[config.mk]
export PLATFORM = sky130hd
export DESIGN_NAME = fp_int_conversion
export DESIGN_NICKNAME = d
export VERILOG_FILES = /design/src/rtl/fp_pkg.sv /design/src/rtl/fp_int_conversion_unpack.sv /design/src/rtl/fp_int_conversion.sv
export SDC_FILE = /design/constraint.sdc
export NUM_CORES = 1
export LEC_CHECK = 0
export CORE_ASPECT_RATIO = 2
export CORE_MARGIN = 2
export CORE_UTILIZATION = 50
export CTS_BUF_LIST = sky130_fd_sc_hd__clkbuf_4 sky130_fd_sc_hd__clkbuf_8
export CTS_CLUSTER_DIAMETER = 60
export DETAILED_ROUTE_END_ITERATION = 6
export MAX_ROUTING_LAYER = met4
export PLACE_DENSITY = 0.77
export SETUP_SLACK_MARGIN = 0.05
export SLEW_MARGIN = 20
export SYNTH_ARGS = -nofsm -noshare
export SYNTH_HDL_FRONTEND = slang
export SYNTH_HIERARCHICAL = 1
export SYNTH_SLANG_ARGS = --single-unit
[constraint.sdc]
create_clock -name clk -period 3.4 [get_ports clk]
set_input_delay 0.68 -clock clk [delete_from_list [all_inputs] [get_ports clk]]
set_output_delay 0.68 -clock clk [all_outputs]
set_load 0.01 [all_outputs]
[src/rtl/fp_pkg.sv]
// Shared widths, FSM state and field layout for the 13-bit float to 8-bit
// integer converter.
package fp_pkg;
  localparam int FP_WIDTH   = 13;
  localparam int INT_WIDTH  = 8;
  localparam int EXP_WIDTH  = 4;
  localparam int MANT_WIDTH = 8;
  localparam int EXP_BIAS   = 7;
  localparam int SIG_WIDTH  = MANT_WIDTH + 1;
  localparam int CNT_WIDTH  = 4;

  typedef enum logic [1:0] {
    IDLE,
    SHIFT,
    DONE
  } state_t;

  typedef enum logic [1:0] {
    CLS_ZERO,
    CLS_SUB_ONE,
    CLS_SATURATE,
    CLS_NORMAL
  } fp_class_t;

  typedef struct packed {
    logic                  sign;
    logic [EXP_WIDTH-1:0]  exponent;
    logic [MANT_WIDTH-1:0] mantissa;
  } fp_t;
endpackage

[src/rtl/fp_int_conversion_unpack.sv]
// Combinational field split and classification of an input float word.
module fp_unpack
  import fp_pkg::*;
(
  input  logic [FP_WIDTH-1:0]   fp,
  output logic                  sign,
  output logic [MANT_WIDTH-1:0] mantissa,
  output logic [1:0]            fp_class,
  output logic [CNT_WIDTH-1:0]  shift_count
);
  fp_t       fields;
  fp_class_t cls;

  assign fields      = fp_t'(fp);
  assign sign        = fields.sign;
  assign mantissa    = fields.mantissa;
  assign fp_class    = cls;
  // Right shift that drops the fraction bits of {1,mant} for exponents 7..14.
  assign shift_count = CNT_WIDTH'(EXP_BIAS + MANT_WIDTH) - fields.exponent;

  always_comb begin
    cls = CLS_NORMAL;
    if (fields.exponent == '0 && fields.mantissa == '0) begin
      cls = CLS_ZERO;
    end else if (fields.exponent < EXP_WIDTH'(EXP_BIAS)) begin
      cls = CLS_SUB_ONE;
    end else if (fields.exponent == '1) begin
      cls = CLS_SATURATE;
    end else if (fields.exponent == EXP_WIDTH'(EXP_BIAS + MANT_WIDTH - 1)
                 && !(fields.sign && fields.mantissa == '0)) begin
      // Exponent 14 means magnitude >= 128; only exactly -128 still fits.
      cls = CLS_SATURATE;
    end
  end
endmodule

[src/rtl/fp_int_conversion.sv]
// Handshaked float-to-integer converter: special cases resolve in one cycle,
// normal words are truncated by a serial right shifter.
module fp_int_conversion
  import fp_pkg::*;
(
  input  logic                 clk,
  input  logic                 rst,
  input  logic                 in_valid,
  output logic                 in_ready,
  input  logic [FP_WIDTH-1:0]  fp,
  output logic                 out_valid,
  input  logic                 out_ready,
  output logic [INT_WIDTH-1:0] signed_int,
  output logic                 overflow,
  output logic                 inexact
);
  state_t                state_reg, state_next;
  logic [SIG_WIDTH-1:0]  sig_reg, sig_next;
  logic [CNT_WIDTH-1:0]  count_reg, count_next;
  logic                  sign_reg, sign_next;
  logic                  sticky_reg, sticky_next;
  logic [INT_WIDTH-1:0]  result_reg, result_next;
  logic                  overflow_reg, overflow_next;
  logic                  inexact_reg, inexact_next;

  logic                  fp_sign;
  logic [MANT_WIDTH-1:0] fp_mant;
  logic [1:0]            fp_cls;
  logic [CNT_WIDTH-1:0]  fp_shift;
  logic [SIG_WIDTH-1:0]  sig_shifted;

  fp_unpack u_unpack (
    .fp          (fp),
    .sign        (fp_sign),
    .mantissa    (fp_mant),
    .fp_class    (fp_cls),
    .shift_count (fp_shift)
  );

  assign in_ready    = (state_reg == IDLE);
  assign out_valid   = (state_reg == DONE);
  assign signed_int  = result_reg;
  assign overflow    = overflow_reg;
  assign inexact     = inexact_reg;
  assign sig_shifted = {1'b0, sig_reg[SIG_WIDTH-1:1]};

  always_ff @(posedge clk or posedge rst) begin
    if (rst) begin
      state_reg    <= IDLE;
      sig_reg      <= '0;
      count_reg    <= '0;
      sign_reg     <= 1'b0;
      sticky_reg   <= 1'b0;
      result_reg   <= '0;
      overflow_reg <= 1'b0;
      inexact_reg  <= 1'b0;
    end else begin
      state_reg    <= state_next;
      sig_reg      <= sig_next;
      count_reg    <= count_next;
      sign_reg     <= sign_next;
      sticky_reg   <= sticky_next;
      result_reg   <= result_next;
      overflow_reg <= overflow_next;
      inexact_reg  <= inexact_next;
    end
  end

  always_comb begin
    state_next    = state_reg;
    sig_next      = sig_reg;
    count_next    = count_reg;
    sign_next     = sign_reg;
    sticky_next   = sticky_reg;
    result_next   = result_reg;
    overflow_next = overflow_reg;
    inexact_next  = inexact_reg;

    case (state_reg)
      IDLE: begin
        if (in_valid) begin
          case (fp_class_t'(fp_cls))
            CLS_ZERO: begin
              result_next   = '0;
              overflow_next = 1'b0;
              inexact_next  = 1'b0;
              state_next    = DONE;
            end
            CLS_SUB_ONE: begin
              result_next   = '0;
              overflow_next = 1'b0;
              inexact_next  = 1'b1;
              state_next    = DONE;
            end
            CLS_SATURATE: begin
              result_next   = fp_sign ? 8'h80 : 8'h7F;
              overflow_next = 1'b1;
              inexact_next  = 1'b0;
              state_next    = DONE;
            end
            default: begin
              // Output registers keep the previous result until this one is ready.
              sig_next    = {1'b1, fp_mant};
              count_next  = fp_shift;
              sign_next   = fp_sign;
              sticky_next = 1'b0;
              state_next  = SHIFT;
            end
          endcase
        end
      end
      SHIFT: begin
        sig_next    = sig_shifted;
        sticky_next = sticky_reg | sig_reg[0];
        count_next  = count_reg - CNT_WIDTH'(1);
        if (count_reg == CNT_WIDTH'(1)) begin
          result_next   = sign_reg ? (~sig_shifted[INT_WIDTH-1:0] + INT_WIDTH'(1))
                                   : sig_shifted[INT_WIDTH-1:0];
          overflow_next = 1'b0;
          inexact_next  = sticky_reg | sig_reg[0];
          state_next    = DONE;
        end
      end
      DONE: begin
        if (out_ready) begin
          state_next = IDLE;
        end
      end
      default: begin
        state_next = IDLE;
      end
    endcase
  end
endmodule

* Word level (Yosys, flattened, before mapping)
Cells that the tools add are included.
** Word-level totals
- Bits in registers :: 27
- Latch bits :: 0
- RAM bits :: 0
- ROM bits :: 0
- Logic and storage cells :: 77
- Memories kept :: 0
** Cells by class
- Add/sub/neg operators :: 3
- Multiply operators :: 0
- Divide/modulo/power cells :: 0
- Order comparisons :: 1
- Equal/unequal tests :: 13
- Shifts and indexed selects :: 0
- Mux-type cells :: 32
- Bitwise gates (word level) :: 3
- Reductions and logical operators :: 17
** Operators with widths (number)
- 8-bit 2-to-1 mux :: 4
- 8-bit one-hot mux with 2 select lines :: 2
- 9-bit 2-to-1 mux :: 2
- 9-bit one-hot mux with 2 select lines :: 1
- 2-bit 2-to-1 mux :: 7
- 1-bit one-hot mux with 2 select lines :: 5
- 3-bit AND reduction :: 3
- 8-bit by 1-bit adder with 8-bit output (second input constant) :: 1
- 4-bit equality test (second input constant) :: 2
- 8-bit logical NOT :: 1
- 4-bit 2-to-1 mux :: 2
- 8-bit inverter :: 1
- 4-bit one-hot mux with 2 select lines :: 1
- 4-bit AND reduction :: 2
- 1-bit 2-to-1 mux :: 7
- 2-bit inequality test (second input constant) :: 3
- 3-bit by 2-bit inequality test with 1-bit output (second input constant) :: 2
- 2-bit one-hot mux with 3 select lines :: 1
- 2-bit by 1-bit equality test with 1-bit output (second input constant) :: 2
- 2-bit equality test (second input constant) :: 2
- 4-bit by 1-bit equality test with 1-bit output (second input constant) :: 1
- 2-bit logical NOT :: 2
- 4-bit logical NOT :: 1
- 4-bit by 3-bit < comparator with 1-bit output (second input constant) :: 1
- 10 further kinds :: 13

* Depth between registers and ports, before layout
- Depth after elaboration :: 13
- Gate-level depth with buffers :: 9
- Mapped depth without buffers :: 7

* By module
The synthesis kept the hierarchy.
** By module, submodules not included
- fp_int_conversion :: times used 1, cells each 156, area each 1470.2 sq um
- fp_unpack :: times used 1, cells each 22, area each 147.6 sq um

* Worst setup path before layout
OpenSTA, ideal clock, no wires.
- Kind :: in2reg
- Start point :: in fp[3]
- End point :: reg inexact_reg, in the netlist inexact
- Setup time :: 125 ps
- Arrival :: 2150 ps
- Path slack :: 1126 ps
- Stages :: 7
- Buffers on the path :: 0
- Cell sequence :: nor4_2 -> nand4_1 -> a22oi_2 -> nand2_1 -> a31oi_1 -> nor2_1 -> mux2_2
** Between the ends
- Cells in the longest elaborated chain, start to end :: 13
- Elaborated cells between the ends (all ways) :: 18
- Those cells by class :: eq/ne (3); mux (7); reduce/logical (8)
** Ends and longest elaborated chain
- start, declared :: line fp_int_conversion.sv:10 : input logic [FP_WIDTH-1:0] fp,
- 8-bit logical NOT * :: line fp_int_conversion_unpack.sv:23, fp_int_conversion_unpack.sv:30
- 1-bit logical AND :: line fp_int_conversion_unpack.sv:30 : && !(fields.sign && fields.mantissa == '0)) begin
- 1-bit logical NOT :: line fp_int_conversion_unpack.sv:30
- 1-bit logical AND :: line fp_int_conversion_unpack.sv:30
- 1-bit 2-to-1 mux :: line fp_int_conversion_unpack.sv:29 : end else if (fields.exponent == EXP_WIDTH'(EXP_BIAS + MANT_WIDTH - 1)
- 2-bit 2-to-1 mux :: line fp_int_conversion_unpack.sv:27 : end else if (fields.exponent == '1) begin
- 2-bit 2-to-1 mux :: line fp_int_conversion_unpack.sv:25 : end else if (fields.exponent < EXP_WIDTH'(EXP_BIAS)) begin
- 2-bit 2-to-1 mux * :: line fp_int_conversion_unpack.sv:23 : if (fields.exponent == '0 && fields.mantissa == '0) begin
- net fp_cls[0] :: line fp_int_conversion.sv:28 : logic [1:0] fp_cls;
- 2-bit equality test / 2-bit logical NOT (equally long branches) :: line fp_int_conversion.sv:82 : case (fp_class_t'(fp_cls))
- 2-bit OR reduction (no line)
- 1-bit one-hot mux with 2 select lines :: line fp_int_conversion.sv:82
- 1-bit 2-to-1 mux :: line fp_int_conversion.sv:81 : if (in_valid) begin
- 1-bit one-hot mux with 2 select lines :: line fp_int_conversion.sv:79 : case (state_reg)
- end signal, assigned :: line fp_int_conversion.sv:65 : inexact_reg <= inexact_next;
- end, declared :: line fp_int_conversion.sv:24 : logic inexact_reg, inexact_next;
The timed path passes the listed nets; every way through them passes the cells marked *. The select of a mux whose other input is x is not followed.
A chain may end at the register's enable or synchronous reset.

* Final worst setup path
Ends and elaborated chain as after synthesis.

==> out/metrics.csv <==
stage,metric,value,unit
outcome,status,finished clean,
power,p_leak,0.823,nW
cts,clk_pin_slew,0.10,ns
cts,clkSinkCount,27,
floorplan,die_y,84.4,um
floorplan,die_w,44.2,um
logic_synthesis,synth_area_leader_cell,dfrtp_1,
placement,post-place-ws,0.438,ns
flow_run,cap_viol_max_count,0,
cts,clock_latency,0.27,ns
critical_path,cp-end-kind,register,
worst_hold_path,hold_path_depth,1,
logic_synthesis,synthCells,178,
detailed_routing,drt_iter0_markers,35,
sta,hold_viol,0,
cts,ctsResizeCount,0,
logic_synthesis,syn-cell-area,1620,um^2
sta,max_slew_margin,53.2,%
placement,port_buffers,28,
critical_path,rr_endpoint,inexact,
logic_synthesis,ys_seq_area_share,41.8,%
global_routing,grt_max_degree,28,
floorplan,rows,29,
placement,hpwl,2960,um
logic_synthesis,async_flop_share,100,%
floorplan,die_area,3730,um^2
sta,tightest_slew,0.702,ns
global_routing,grt_pass1_vias,1429,
cts,htreeDepth,1,
cells_and_area,largest_register_ff_count,9,
sta,finalCriticalPeriod,2.73,ns
cells_and_area,drive_gt1_share,11.3,%
cts,cts-root-buf,clkbuf_8,
sta,finalClockSkew,0.00347,ns
worst_hold_path,hold_path_class,register to register,
critical_path,r2r-start,state_reg[0],
sta,fin_tns_setup,0,ns
logic_synthesis,synth-edff-count,0,
power,peakVddDrop,0.395,mV
detailed_routing,drt_first_pass_iters,4,
cts,holdBufCountCts,0,
cells_and_area,post-route-util,60.9,%
floorplan,ios,29,
sta,rsz0062_at_grt,false,
worst_hold_path,holdCritStartpoint,signed_int[1],
cells_and_area,layout_commonest_cell,clkdlybuf4s50_1,
logic_synthesis,synth.avg_cell_area,9.09,um^2
sta,setup_ws,0.672,ns
logic_synthesis,ys_warn_count,6,
logic_synthesis,yosysTopAreaCellShare,41.8,%
critical_path,regToRegSetupSlack,1.10,ns
detailed_routing,route.vias.total,1406,
cells_and_area,area_growth_syn_to_layout,17.5,%
critical_path,startpoint_type,input port,
logic_synthesis,synth_flop_cell,dfrtp_1,
critical_path,critPathMaxFanout,7,
detailed_routing,routedWlPerCell,16.6,um
cells_and_area,most-common-layout-cells,"clkdlybuf4s50_1 (28), dfrtp_1 (27), o21ai_0 (17), inv_1 (14), nand2_1 (12)",
cells_and_area,multi_input_area,788,um^2
cells_and_area,fin_nets,216,
detailed_routing,drc,0,
critical_path,r2r_cells,4,
global_routing,grt_usage,22.5,%
critical_path,arrival,2.89,ns
cells_and_area,n_fill_cell,286,
cts,clk_path_buf_depth,2,
worst_hold_path,holdPathEnd,signed_int[1],
global_routing,grt_overflow,0,
logic_synthesis,synth_nets,198,
sta,fin_crit_sh,80.2,%
detailed_routing,ant_nets,0,
global_routing,grt_pass1_wl,6270,um
cts,post_cts_buffers,0,
cells_and_area,regArea,676,um^2
detailed_routing,totalWireLength,3750,um
floorplan,start_util,51.8,%
sta,setup_viol,0,
logic_synthesis,ys_top_cells_by_area,"dfrtp_1 (42%), o21ai_0 (5.3%), buf_4 (4.2%)",
detailed_routing,viasPerCell,6.22,
sta,fmax,0.367,GHz
power,pwr_density_cell,836,nW/um^2
sta,drv_slew,0,
floorplan,core_area,3120,um^2
critical_path,path_class,input port to register,
cts,cts_buffers,3,
cts,tritoncts,done,
cells_and_area,n_antenna_cell,0,
logic_synthesis,synth-seq-cells,27,
placement,gp_congestion,0.887,
logic_synthesis,synth_cell_types,42,
critical_path,worstPathRequired,3.56,ns
global_routing,antenna_found_initial,0,
-- logic make-up after synthesis --
group                    count (synthesis)  share of synthesized area (%)
XOR/XNOR                                 5                           2.71
multiplexers                             7                           4.79
AO/OA/AOI/OAI                           51                           20.9
flip-flops                              27                           41.8
AND/OR/NAND/NOR                         53                           18.0
adder cells (fa/ha/maj)                  3                           2.32
buffers and inverters                   32                           9.51
-- critical path, cell delays in order --
cell and delay [ns]:
clkdlybuf4s50_1 0.43, nor4_2 0.31, nand4_1 0.14, a22oi_2 0.25, nand2_1 0.09, a31oi_1 0.44, nor2_1 0.23, mux2_2 0.32
-- cell type report --
| cell class | instances | share of cell area, % |
|---|---|---|
| clock buffers | 3 | 2.17 |
| clock inverters | 1 | 0.263 |
| inverters | 15 | 2.96 |
| multi-input cells | 119 | 41.5 |
| flip-flops and latches | 27 | 35.5 |
| well taps | 31 | 2.04 |
| repair buffers | 30 | 15.5 |
-- stage by stage --
stage	cells	power (mW)	cell area, um^2	hold slack (ns)
2_1_floorplan	178	1.12	1620	0.472
3_3_place_gp	222	1.36	1850	0.492
3_5_place_dp	222	1.41	1850	0.496
4_1_cts	226	1.59	1900	0.517
5_1_grt	226	1.71	1900	0.536
6_report	226	1.59	1900	0.512
-- cells in the mapped netlist, types with 2 or more instances --
cell	n
dfrtp_1	27
o21ai_0	17
inv_1	15
nand2_1	12
a21oi_1	11
nor2_1	10
buf_4	9
and3_1	7
clkbuf_1	7
nor3_1	7
mux2_2	6
o31ai_1	4
xnor2_1	4
a221o_1	3
a32oi_1	3
ha_1	3
nand3_1	3
a22oi_1	2
a31oi_1	2
nor2b_1	2
o22ai_1	2
or3_1	2
-- worst max path at each step --
stage,start,to,slack (ns),cells past startpoint
floorplan,fp[3],inexact,1.13,7
global placement,fp[3],inexact,0.55,8
detailed placement,fp[3],inexact,0.44,8
CTS,fp[3],inexact,0.69,8
global route,fp[3],inexact,0.56,8
finish,fp[3],inexact,0.67,8
-- report_power, final --
group	total, mW	internal [mW]	switching, mW
registers	0.630	0.457	0.173
logic	0.776	0.393	0.383
clock network	0.183	0.0821	0.101
total	1.59	0.932	0.657
-- layer usage --
metal,wire [um],GRT usage [%],vias to the layer above
li1,-,-,659
met1,1380,22.2,679
met2,2080,40.8,51
met3,127,2.58,17
met4,159,11.0,0
met5,0,-,-
Note: power is estimated with default switching activity, not from simulation.
